`src/rtl/fetch_pkg.sv`:
```
// Shared types and constants for the instruction fetch front end.
package fetch_pkg;

  typedef enum logic [1:0] {
    REQ   = 2'd0,
    WAIT  = 2'd1,
    DRAIN = 2'd2
  } fetch_state_t;

  typedef struct packed {
    logic [31:0] pc;
    logic [31:0] inst;
  } fetch_entry_t;

  localparam int          FETCH_BUF_DEPTH = 2;
  localparam logic [31:0] PC_STEP         = 32'd4;

  // Force an address onto a word boundary.
  function automatic logic [31:0] align_word(input logic [31:0] addr);
    return {addr[31:2], 2'b00};
  endfunction

endpackage

```
`src/rtl/fetch_buffer.sv`:
```
// Two-entry FIFO of fetched instructions. Flush wins over push/pop.
// The head outputs keep showing the last presented entry while empty.
module fetch_buffer
  import fetch_pkg::*;
(
  input  logic         clk,
  input  logic         rst,
  input  logic         push,
  input  fetch_entry_t push_entry,
  input  logic         pop,
  input  logic         flush,
  output logic [1:0]   count,
  output fetch_entry_t head
);

  fetch_entry_t mem [FETCH_BUF_DEPTH];
  fetch_entry_t last_head;
  logic         rd_ptr;
  logic         wr_ptr;
  logic         do_push;
  logic         do_pop;
  logic [1:0]   count_nxt;

  // Qualify push/pop against occupancy and compute the next count.
  always_comb begin
    do_pop  = pop && (count != 2'd0);
    do_push = push && ((count != 2'(FETCH_BUF_DEPTH)) || do_pop);
    count_nxt = count;
    if (do_push && !do_pop)      count_nxt = count + 2'd1;
    else if (!do_push && do_pop) count_nxt = count - 2'd1;
  end

  // Storage, pointers, occupancy and the held-head copy.
  always_ff @(posedge clk or posedge rst) begin
    if (rst) begin
      for (int i = 0; i < FETCH_BUF_DEPTH; i++) mem[i] <= '0;
      last_head <= '0;
      rd_ptr    <= 1'b0;
      wr_ptr    <= 1'b0;
      count     <= 2'd0;
    end else begin
      if (count != 2'd0) last_head <= mem[rd_ptr];
      if (flush) begin
        rd_ptr <= 1'b0;
        wr_ptr <= 1'b0;
        count  <= 2'd0;
      end else begin
        if (do_push) begin
          mem[wr_ptr] <= push_entry;
          wr_ptr      <= ~wr_ptr;
        end
        if (do_pop) rd_ptr <= ~rd_ptr;
        count <= count_nxt;
      end
    end
  end

  // Head comes from storage while occupied, otherwise the last value shown.
  always_comb begin
    head = last_head;
    if (count != 2'd0) head = mem[rd_ptr];
  end

endmodule

```
`src/rtl/fetch_unit.sv`:
```
// Instruction fetch front end: PC, single-outstanding memory handshake,
// redirect/flush handling and a 2-entry buffer towards decode.
module fetch_unit
  import fetch_pkg::*;
#(
  parameter logic [31:0] RESET_PC = 32'h0000_0000
) (
  input  logic        clk,
  input  logic        rst,
  output logic        imem_req,
  output logic [31:0] imem_addr,
  input  logic        imem_gnt,
  input  logic        imem_rvalid,
  input  logic [31:0] imem_rdata,
  input  logic        redirect,
  input  logic [31:0] redirect_pc,
  output logic        inst_valid,
  input  logic        inst_ready,
  output logic [31:0] inst_out,
  output logic [31:0] inst_pc,
  output logic        misaligned
);

  fetch_state_t state;
  fetch_state_t state_nxt;
  logic [31:0]  pc;
  logic [31:0]  fetched_pc;
  logic [1:0]   count;
  fetch_entry_t head;
  fetch_entry_t push_entry;
  logic         granted;
  logic         push;
  logic         pop;

  assign granted    = imem_req && imem_gnt;
  assign push       = (state == WAIT) && imem_rvalid && !redirect;
  assign pop        = inst_valid && inst_ready;
  assign push_entry = '{pc: fetched_pc, inst: imem_rdata};

  assign imem_addr  = pc;
  assign inst_valid = (count != 2'd0);
  assign inst_out   = head.inst;
  assign inst_pc    = head.pc;

  // FSM state register.
  always_ff @(posedge clk or posedge rst) begin
    if (rst) state <= REQ;
    else     state <= state_nxt;
  end

  // Next state; a redirect turns any in-flight request into one to drain.
  always_comb begin
    state_nxt = state;
    case (state)
      REQ: begin
        if (granted) state_nxt = redirect ? DRAIN : WAIT;
      end
      WAIT: begin
        if (imem_rvalid)   state_nxt = REQ;
        else if (redirect) state_nxt = DRAIN;
      end
      DRAIN: begin
        if (imem_rvalid) state_nxt = REQ;
      end
      default: state_nxt = REQ;
    endcase
  end

  // FSM outputs; the credit check keeps count + outstanding within the buffer.
  always_comb begin
    imem_req = 1'b0;
    if (!rst && (state == REQ) && (count < 2'(FETCH_BUF_DEPTH))) imem_req = 1'b1;
  end

  // PC, address-at-grant latch and misaligned-redirect pulse.
  always_ff @(posedge clk or posedge rst) begin
    if (rst) begin
      pc         <= RESET_PC;
      fetched_pc <= RESET_PC;
      misaligned <= 1'b0;
    end else begin
      misaligned <= redirect && (redirect_pc[1:0] != 2'b00);
      if (granted) fetched_pc <= pc;
      if (redirect)     pc <= align_word(redirect_pc);
      else if (granted) pc <= pc + PC_STEP;
    end
  end

  fetch_buffer u_buf (
    .clk        (clk),
    .rst        (rst),
    .push       (push),
    .push_entry (push_entry),
    .pop        (pop),
    .flush      (redirect),
    .count      (count),
    .head       (head)
  );

endmodule

```
`config.mk`:
```
export PLATFORM = sky130hd
export DESIGN_NAME = fetch_unit
export DESIGN_NICKNAME = d
export VERILOG_FILES = /design/src/rtl/fetch_pkg.sv /design/src/rtl/fetch_buffer.sv /design/src/rtl/fetch_unit.sv
export SDC_FILE = /design/constraint.sdc
export NUM_CORES = 1
export LEC_CHECK = 0
export CORE_UTILIZATION = 50
export DETAILED_ROUTE_END_ITERATION = 16
export GPL_TIMING_DRIVEN = 0
export PLACE_DENSITY = 0.75
export SYNTH_ARGS = -nofsm -noshare
export SYNTH_HDL_FRONTEND = slang
export SYNTH_SLANG_ARGS = --single-unit
```
`constraint.sdc`:
```
create_clock -name clk -period 9.9 [get_ports clk]
set_clock_uncertainty 0.15 [all_clocks]
set_input_delay 1.98 -clock clk [delete_from_list [all_inputs] [get_ports clk]]
set_output_delay 1.98 -clock clk [all_outputs]
set_load 0.03 [all_outputs]
```
==> results.py, run 1 <==
metrics = {
    "run_status": {
        "status": "finished clean",
    },
    "routing": {
        "drt_iter0_drc": 366,
        "postRouteAntennaNets": 0,
        "wl_met3_um": 1570,
        "wire_per_inst_um": 18.0,
        "route.detailed.drc": 0,
        "routed-via-count": 7591,
        "route.layer.met1.wl_um": 11400,
        "first_pass_iters": 6,
        "top_layer": "met4",
        "wl_met2_um": 11700,
        "totalWireLength_um": 25000,
        "vias_per_cell": 5.45,
    },
    "final_layout": {
        "syn_to_final_growth_pct": 27.1,
        "layout_commonest_cell": "dfrtp_1",
        "n_antenna_cell": 0,
        "layout_common_cells": "255 x dfrtp_1, 184 x nand2_1, 165 x clkdlybuf4s50_1",
        "fin_cells": 1393,
        "final_nets": 1170,
        "drive_above_1_share_pct": 18.2,
    },
    "worst_setup_path": {
        "worstSetupPathType": "reg -> out",
        "r2r_end": "u_buf.last_head[46]",
        "timing.critical_path.fanout_max": 10,
        "endpoint_kind": "output pin",
        "crit_required_ns": 7.77,
        "start_kind": "register",
        "worstPathArrival_ns": 3.86,
        "regToRegStartpoint": "u_buf.count[1]",
        "regToRegSetupSlack_ns": 7.03,
        "r2r_cells": 6,
    },
    "placed_design": {
        "dp.cells": 1345,
        "routabilityCongestion": 0.891,
        "port_buffers": 165,
        "hpwlAfterDp_um": 17100,
    },
    "synth": {
        "ys.warnings.count": 0,
        "yosys-top-cells-area": "dfrtp_1 59%, mux2_2 13%, nand2_1 6.4%",
        "syn-mean-instance-area_sq_um": 11.9,
        "netlist_area_sq_um": 10800,
        "ys_ff_latch": 255,
        "yosysTopAreaCellShare_pct": 59.2,
        "synth_cell_types": 49,
        "synth_top_area_cell": "dfrtp_1",
        "yosysSeqAreaShare_pct": 59.2,
        "syn_inst": 903,
    },
    "floorplanning": {
        "coreArea_sq_um": 21100,
        "initial_core_util_pct": 51.1,
        "rows": 53,
        "design.portCount": 169,
        "die-area_sq_um": 22100,
        "die_h_um": 149,
        "dieWidth_um": 149,
    },
    "clocking": {
        "root_buffer": "clkbuf_16",
        "postCtsHoldBufs": 0,
        "clk_pin_slew_ns": 0.06,
        "cts_tree": "done",
        "cts-buffers-inserted": 27,
        "htreeDepth": 1,
        "cts_setup_buffers": 0,
        "ctsResizeCount": 0,
        "clock_latency_ns": 0.53,
        "numClockSinks": 255,
        "cts_max_path_buffers": 3,
    },
    "global_route": {
        "antenna_found_initial": 0,
        "grt_max_degree": 131,
        "grtUsageTotal_pct": 23.5,
        "overflow": 0,
        "grt_pass1_vias": 7676,
        "grt_pass1_wl_um": 40700,
    },
    "timing": {
        "fin_crit_sh_pct": 60.5,
        "drv_slew": 0,
        "setup_viol": 0,
        "maxSlewHeadroom_pct": 40.9,
        "worst_pin_slew_ns": 0.883,
        "clock.fmax_mhz": 167,
        "hold_violations": 0,
        "post-route-min-period_ns": 5.99,
        "rsz0062_at_grt": "no",
        "fin_hold_ws_ns": 0.330,
    },
    "min_path": {
        "hold_path_class": "reg -> reg",
        "min_from": "u_buf.last_head[32]",
        "hold_depth": 1,
        "hold_end": "u_buf.last_head[32]",
    },
    "power": {
        "p_leak_nw": 6.13,
        "max-vdd-ir-drop_mv": 0.104,
        "pwr_density_cell_nw_per_um2": 239,
    },
    "flow_run": {
        "drv_cap": 0,
    },
}
## cells by family (layout without fill, tap and decap cells)
kind of cell    after synthesis  after routing  share of synthesized area [%]
other cells                   1              2                         0.0348
flops                       255            255                           59.2
mux                         186            186                           18.7
buf+inv                      60            274                           2.86
xor+xnor                     18             18                           1.46
fa+ha+maj                     1              1                          0.116
compound gates              117            117                           6.36
simple gates                265            265                           11.2
## final cells by class
cell class | instances | area, sq um
clock inverters | 12 | 115
inverters | 7 | 33.8
fillers | 1660 | 7400
plain buffers | 53 | 282
well taps | 275 | 344
clock buffers | 36 | 769
repair buffers | 166 | 1680
flip-flops and latches | 255 | 6380
multi-input cells | 589 | 4090
## report_power, final
group | switching (mW) | internal (mW) | total (mW) | leakage [nW]
combinational | 0.488 | 0.377 | 0.865 | 2.32
sequential | 0.130 | 1.28 | 1.41 | 3.37
clock | 0.396 | 0.595 | 0.990 | 0.439
## through the flow
stage / setup TNS (ns) / utilization (%) / worst slack (ns) / power (mW) / instance area [sq um]
2_1_floorplan: 0 / - / 0.757 / 1.93 / 10800
4_1_cts: 0 / 64.9 / 3.80 / 3.30 / 13700
3_5_place_dp: 0 / 60.7 / 4.05 / 2.30 / 12800
5_1_grt: 0 / 64.9 / 3.63 / 3.43 / 13700
3_3_place_gp: -583.32 / 60.6 / -2.31 / 2.27 / 12800
6_report: 0 / 64.9 / 3.91 / 3.27 / 13700
## flip-flops by register name (all words and copies together) (netlist names)
name and flops:
u_buf.last_head 64, fetched_pc 30, state 2, imem_addr 30, u_buf.count 2, u_buf.rd_ptr 1
u_buf.wr_ptr 1, misaligned 1, u_buf.mem 124
## synth_stat cells, drive strengths merged
cell / number
nor2: 16
mux2i: 62
nor4: 5
and4: 2
nand3b: 1
o21ai: 80
a21oi: 5
xnor2: 5
and3: 4
a32oi: 2
or4: 1
mux2: 124
nand2b: 3
o21a: 1
o32ai: 1
nand3: 24
a31oi: 3
or3: 1
o211ai: 4
and2: 4
nor4bb: 1
clkbuf: 25
o311ai: 7
nor2b: 1
xor2: 13
a21o: 1
a221o: 4
nand4b: 1
nand2: 186
dfrtp: 255
nor3: 4
a22oi: 5
conb: 1
o22ai: 1
ha: 1
o221ai: 2
a211oi: 1
buf: 28
inv: 7
nand4: 11
## critical path, cell delays in order (launching register included)
cell	delay (ns)
dfrtp_1	0.36
buf_2	0.18
nor2_1	0.70
clkbuf_1	0.58
clkbuf_1	0.48
nand2_1	0.10
o21ai_0	0.13
clkdlybuf4s50_1	0.80
## routing by layer
metal	GRT usage [%]	vias up
li1	-	3543
met1	33.5	3746
met2	37.8	266
met3	4.10	36
met4	5.46	0
met5	0	-
## worst max-delay path by stage
stage                           to           start  cells after the start
floorplan           fetched_pc[10]             rst                      1
global placement      u_buf.mem[6]             rst                      2
finish                 inst_pc[17]  u_buf.count[1]                      7
global route           inst_pc[17]  u_buf.count[1]                      7
detailed placement        imem_req             rst                      3
CTS                    inst_pc[17]  u_buf.count[1]                      7
Note: power is estimated with default switching activity, not from simulation.
==> inputs of run 2 (changes only) <==
==> constraint.sdc (replaced) <==
create_clock -name clk -period 5.8 [get_ports clk]
set_clock_uncertainty 0.15 [all_clocks]
set_input_delay 1.16 -clock clk [delete_from_list [all_inputs] [get_ports clk]]
set_output_delay 1.16 -clock clk [all_outputs]
set_load 0.03 [all_outputs]
==> run 2 against run 1 <==
Against the previous run:
- wire length grew 1.1%
- global-route usage is essentially flat
- combinational power grew 72%
- cell area grew 0.26%
- highest routed layer unchanged
- cell count grew 0.14%
- die area is the same
- via count is essentially flat
- critical path depth is the same
- clock power grew 61%
- critical path type unchanged
- first-iteration DRC count shrank 9.0%
==> results.py, run 2 (synthesized netlist as in run 1, its figures left out) <==
metrics = {
    "power": {
        "max-vdd-ir-drop_mv": 0.215,
        "p_total_mw": 5.49,
        "pwr_density_cell_nw_per_um2": 400,
        "p_leak_nw": 6.14,
    },
    "timing": {
        "drv_slew": 0,
        "setup_viol": 0,
        "fin_crit_sh_pct": 89.2,
        "worst_pin_slew_ns": 0.933,
        "fin_hold_ws_ns": 0.330,
        "maxSlewHeadroom_pct": 37.6,
        "hold_violations": 0,
        "rsz0062_at_grt": "no",
        "setup-tns-final_ns": 0,
        "post-route-min-period_ns": 5.17,
        "clock.fmax_mhz": 193,
    },
    "floorplanning": {
        "coreArea_sq_um": 21100,
        "initial_core_util_pct": 51.1,
        "rows": 53,
        "die-area_sq_um": 22100,
        "dieWidth_um": 149,
        "die_h_um": 149,
        "design.portCount": 169,
    },
    "worst_setup_path": {
        "worstSetupPathType": "reg -> out",
        "path_cells": "buf_2, nor2_1, clkbuf_1, clkbuf_1, nand2_1, o21ai_0, clkdlybuf4s50_1",
        "start_kind": "register",
        "endpoint_kind": "output pin",
        "startpoint": "u_buf.count[1]",
        "max_stage_delay_ns": 0.76,
        "regToRegStartpoint": "u_buf.count[1]",
        "timing.critical_path.fanout_max": 10,
        "crit_required_ns": 4.49,
        "cp_common_cell": "clkbuf_1",
        "worstPathArrival_ns": 3.86,
        "crit_path_top_delay_cell": "clkdlybuf4s50_1",
    },
    "final_layout": {
        "fillers": 1660,
        "drive_above_1_share_pct": 17.9,
        "n_antenna_cell": 0,
        "layout_commonest_cell": "dfrtp_1",
        "final_nets": 1175,
        "largest_reg_flops": 124,
        "fin_util_pct": 65.1,
        "design_area_sq_um": 13700,
        "syn_to_final_growth_pct": 27.4,
        "top_register": "u_buf.mem",
        "layout_common_cells": "255 x dfrtp_1, 184 x nand2_1, 165 x clkdlybuf4s50_1",
        "reg_top3": "u_buf.mem: 124 flops, u_buf.last_head: 64 flops",
    },
    "global_route": {
        "grtUsageTotal_pct": 23.5,
        "grt_pass1_vias": 7746,
        "overflow": 0,
        "busiest_layer": "met2",
        "grt_pass1_wl_um": 40700,
        "antenna_found_initial": 0,
        "met3_usage_pct": 3.85,
        "grt_max_degree": 40,
        "met1_usage_pct": 33.3,
        "grt_use_met2_pct": 37.8,
    },
    "routing": {
        "postRouteAntennaNets": 0,
        "drt_iter0_drc": 333,
        "route.detailed.drc": 0,
        "first_pass_iters": 4,
        "wire_per_inst_um": 18.1,
        "vias_per_cell": 5.44,
        "totalWireLength_um": 25300,
        "routed-via-count": 7586,
    },
    "run_status": {
        "status": "finished clean",
    },
    "clocking": {
        "clk_pin_slew_ns": 0.06,
        "htreeDepth": 1,
        "cts_tree": "done",
        "postCtsHoldBufs": 0,
        "root_buffer": "clkbuf_16",
        "cts-buffers-inserted": 26,
        "clock_latency_ns": 0.52,
        "ctsResizeCount": 0,
        "numClockSinks": 255,
        "cts_setup_buffers": 0,
        "cts_max_path_buffers": 3,
    },
    "min_path": {
        "min_from": "u_buf.last_head[33]",
        "hold_path_class": "reg -> reg",
    },
    "placed_design": {
        "port_buffers": 165,
        "hpwlAfterDp_um": 17700,
        "routabilityCongestion": 0.908,
        "place_area_sq_um": 12900,
    },
    "flow_run": {
        "drv_cap": 0,
    },
}
## run 2: changes by cell type in the layout (fill, tap and decap cells not counted)
cell	delta
clkinv_2	-4
inv_8	-1
buf_16	-1
buf_12	+7
bufinv_16	-1
clkinvlp_4	-1
clkbuf_8	-2
clkbuf_1	+5
## run 2: worst paths after layout
| check | to | slack [ns] | cells after the start |
|---|---|---|---|
| hold reg to reg | u_buf.last_head[33] | 0.33 | 1 |
| max in group asynchronous | u_buf.mem[19] | 3.36 | 5 |
| setup reg to reg | u_buf.last_head[46] | 2.92 | 6 |
| hold / removal | u_buf.last_head[33] | 0.33 | 1 |
| setup / recovery | inst_pc[14] | 0.63 | 7 |
| min in group asynchronous | imem_addr[22] | 1.05 | 2 |
## run 2: metal layers
metal  vias up  share of wire, %
met4         0               1.8
li1       3558                 -
met1      3765                46
met3        34               5.7
met5         -                 0
met2       229                47
## run 2: report_power, final
part	internal [mW]	switching (mW)	total, mW	leakage [nW]
clock	0.942	0.651	1.59	0.401
sequential	2.19	0.220	2.41	3.37
combinational	0.651	0.844	1.49	2.37
total	3.78	1.72	5.49	6.14
## run 2: final cells by class
class	instances	area (sq um)	share of cell area, %
Inverter	7	30.0	0.219
Clock inverter	5	50.0	0.365
Clock buffer	39	761	5.54
Tap cell	275	344	2.51
Buffer	53	282	2.05
Timing Repair Buffer	172	1790	13.1
Multi-Input combinational cell	589	4090	29.8
Sequential cell	255	6380	46.5
## run 2: metrics by stage
step,worst slack [ns],cells
floorplan,1.13,904
global placement,-0.740,1344
detailed placement,1.11,1351
CTS,0.551,1395
global route,0.315,1395
finish,0.629,1395
## run 2: critical path, delay by kind of cell (launching register included)
family / cells / cell delay [ns]
AOI/OAI and AO/OA: 1 / 0.20
buffers and inverters: 4 / 1.95
DFF: 1 / 0.35
and+or+nand+nor: 2 / 0.84
==> inputs of run 3 (changes only) <==
--- a/config.mk
+++ b/config.mk
@@ -5,10 +5,11 @@
 export SDC_FILE = /design/constraint.sdc
 export NUM_CORES = 1
 export LEC_CHECK = 0
-export CORE_UTILIZATION = 50
+export CORE_UTILIZATION = 49
 export DETAILED_ROUTE_END_ITERATION = 16
+export GPL_ROUTABILITY_DRIVEN = 1
 export GPL_TIMING_DRIVEN = 0
-export PLACE_DENSITY = 0.75
+export PLACE_DENSITY = 0.77
 export SYNTH_ARGS = -nofsm -noshare
 export SYNTH_HDL_FRONTEND = slang
 export SYNTH_SLANG_ARGS = --single-unit
==> constraint.sdc (replaced) <==
create_clock -name clk -period 4.5 [get_ports clk]
set_clock_uncertainty 0.15 [all_clocks]
set_input_delay 0.9 -clock clk [delete_from_list [all_inputs] [get_ports clk]]
set_output_delay 0.9 -clock clk [all_outputs]
set_load 0.03 [all_outputs]
==> run 3 against run 2 <==
Against the previous run:
- sequential cell count is the same
- wire length grew 1.2%
- non-clock buffer count down 1
- via count about the same
- cell area increased by 0.36%
- critical path type unchanged
==> results.py, run 3 (synthesized netlist as in run 1, its figures left out) <==
metrics = {
    "floorplanning": {
        "die_h_um": 150,
        "coreArea_sq_um": 21300,
        "rows": 53,
        "dieWidth_um": 150,
        "die-area_sq_um": 22600,
        "design.portCount": 169,
        "initial_core_util_pct": 50.6,
    },
    "timing": {
        "worst_pin_slew_ns": 0.924,
        "clock.fmax_mhz": 234,
        "setup_viol": 0,
        "maxSlewHeadroom_pct": 38.3,
        "post-route-min-period_ns": 4.28,
        "setup_ws_ns": 0.222,
        "drv_slew": 0,
        "hold_violations": 0,
        "fin_hold_ws_ns": 0.331,
        "rsz0062_at_grt": "no",
        "fin_crit_sh_pct": 95.1,
    },
    "worst_setup_path": {
        "crit_path_top_delay_cell": "clkdlybuf4s50_1",
        "max_stage_delay_ns": 0.75,
        "path_cells": "clkbuf_1, buf_1, mux2i_1, o21ai_0, clkdlybuf4s50_1",
        "startpoint": "u_buf.rd_ptr",
        "endpoint_kind": "output pin",
        "worstSetupPathType": "reg -> out",
        "worstPathArrival_ns": 3.23,
        "start_kind": "register",
        "timing.critical_path.fanout_max": 10,
        "crit_required_ns": 3.45,
        "regToRegSetupSlack_ns": 2.05,
        "regToRegStartpoint": "u_buf.count[1]",
    },
    "global_route": {
        "grtUsageTotal_pct": 23.5,
        "grt_pass1_wl_um": 41400,
        "overflow": 0,
        "antenna_found_initial": 0,
        "grt_pass1_vias": 7879,
        "grt_max_degree": 44,
    },
    "power": {
        "p_total_mw": 7.19,
        "switchingPower_mw": 2.23,
        "sequentialPowerShare_pct": 43.2,
        "p_leak_nw": 6.16,
        "combinationalPowerShare_pct": 26.6,
        "swShare_pct": 31.0,
        "p_int_mw": 4.96,
        "p_clk_share_pct": 30.2,
        "max-vdd-ir-drop_mv": 0.207,
        "pwr_density_cell_nw_per_um2": 522,
    },
    "final_layout": {
        "drive_above_1_share_pct": 18.3,
        "top_register": "u_buf.mem",
        "syn_to_final_growth_pct": 27.9,
        "final_nets": 1175,
        "layout_commonest_cell": "dfrtp_1",
        "reg_top3": "u_buf.mem: 124 flops, u_buf.last_head: 64 flops",
        "largest_reg_flops": 124,
        "layout_common_cells": "255 x dfrtp_1, 184 x nand2_1, 165 x clkdlybuf4s50_1",
        "fin_cells": 1396,
        "n_antenna_cell": 0,
    },
    "clocking": {
        "cts_setup_buffers": 0,
        "cts_max_path_buffers": 3,
        "cts_tree": "done",
        "cts-buffers-inserted": 27,
        "numClockSinks": 255,
        "htreeDepth": 1,
        "root_buffer": "clkbuf_16",
        "postCtsHoldBufs": 0,
        "clock_latency_ns": 0.52,
        "clk_pin_slew_ns": 0.06,
    },
    "routing": {
        "postRouteAntennaNets": 0,
        "routed-via-count": 7584,
        "route.detailed.drc": 0,
        "wire_per_inst_um": 18.4,
        "first_pass_iters": 4,
        "drt_iter0_drc": 361,
        "totalWireLength_um": 25600,
        "vias_per_cell": 5.43,
    },
    "placed_design": {
        "hpwlAfterDp_um": 17700,
        "dp.cells": 1350,
        "port_buffers": 165,
        "place_ws_ns": 0.0946,
        "routabilityCongestion": 0.902,
    },
    "flow_run": {
        "drv_cap": 0,
    },
    "min_path": {
        "hold_path_class": "reg -> reg",
        "min_from": "u_buf.last_head[32]",
    },
    "run_status": {
        "status": "finished clean",
    },
}
run 3: final timing paths:
check | to | cells past startpoint
worst min-delay path | u_buf.last_head[32] | 1
worst min register to register | u_buf.last_head[32] | 1
worst max register to register | fetched_pc[15] | 7
min in group asynchronous | imem_addr[15] | 2
max in group asynchronous | u_buf.last_head[9] | 5
worst max-delay path | inst_pc[14] | 5
run 3: per-layer routing:
| metal | vias up | global-route usage [%] | wire (um) |
|---|---|---|---|
| li1 | 3553 | - | - |
| met1 | 3749 | 31.8 | 11400 |
| met2 | 244 | 38.8 | 12100 |
| met3 | 38 | 4.61 | 1660 |
| met4 | 0 | 6.16 | 392 |
| met5 | - | 0 | 0 |
run 3: power groups by stage:
stage | logic [mW] | registers [mW] | clock network [mW]
CTS | 1.94 | 3.11 | 2.22
finish | 1.91 | 3.11 | 2.17
global route | 2.07 | 3.17 | 2.32
floorplan | 1.13 | 3.11 | 0
global placement | 1.88 | 3.12 | 0
detailed placement | 1.92 | 3.14 | 0
run 3: repair_timing:
item                                    in CTS  in global routing
endpoints found under the setup margin      40                  0
hold endpoints to repair                     0                  0
resized for setup                            3                  0
run 3: per-stage QoR:
step,setup TNS [ns],area [sq um],util (%)
3_3_place_gp,-450.06,12800,60.0
4_1_cts,0,13800,64.7
2_1_floorplan,0,10800,-
3_5_place_dp,0,12900,60.6
6_report,0,13800,64.7
5_1_grt,0,13800,64.7
run 3: critical path: cells and delay by family (launching register included):
| kind | cells | cell delay [ns] |
|---|---|---|
| buffers and inverters | 3 | 1.86 |
| AO/OA/AOI/OAI | 1 | 0.37 |
| flip-flops | 1 | 0.31 |
| multiplexers | 1 | 0.16 |
run 3: cell type report:
type                    instances  area, sq um
clock inverters                 7         90.1
clock buffers                  39          781
plain buffers                  53          283
flip-flops and latches        255         6380
inverters                       7         30.0
fillers                      1649         7510
repair buffers                171         1770
multi-input cells             589         4100
well taps                     275          344
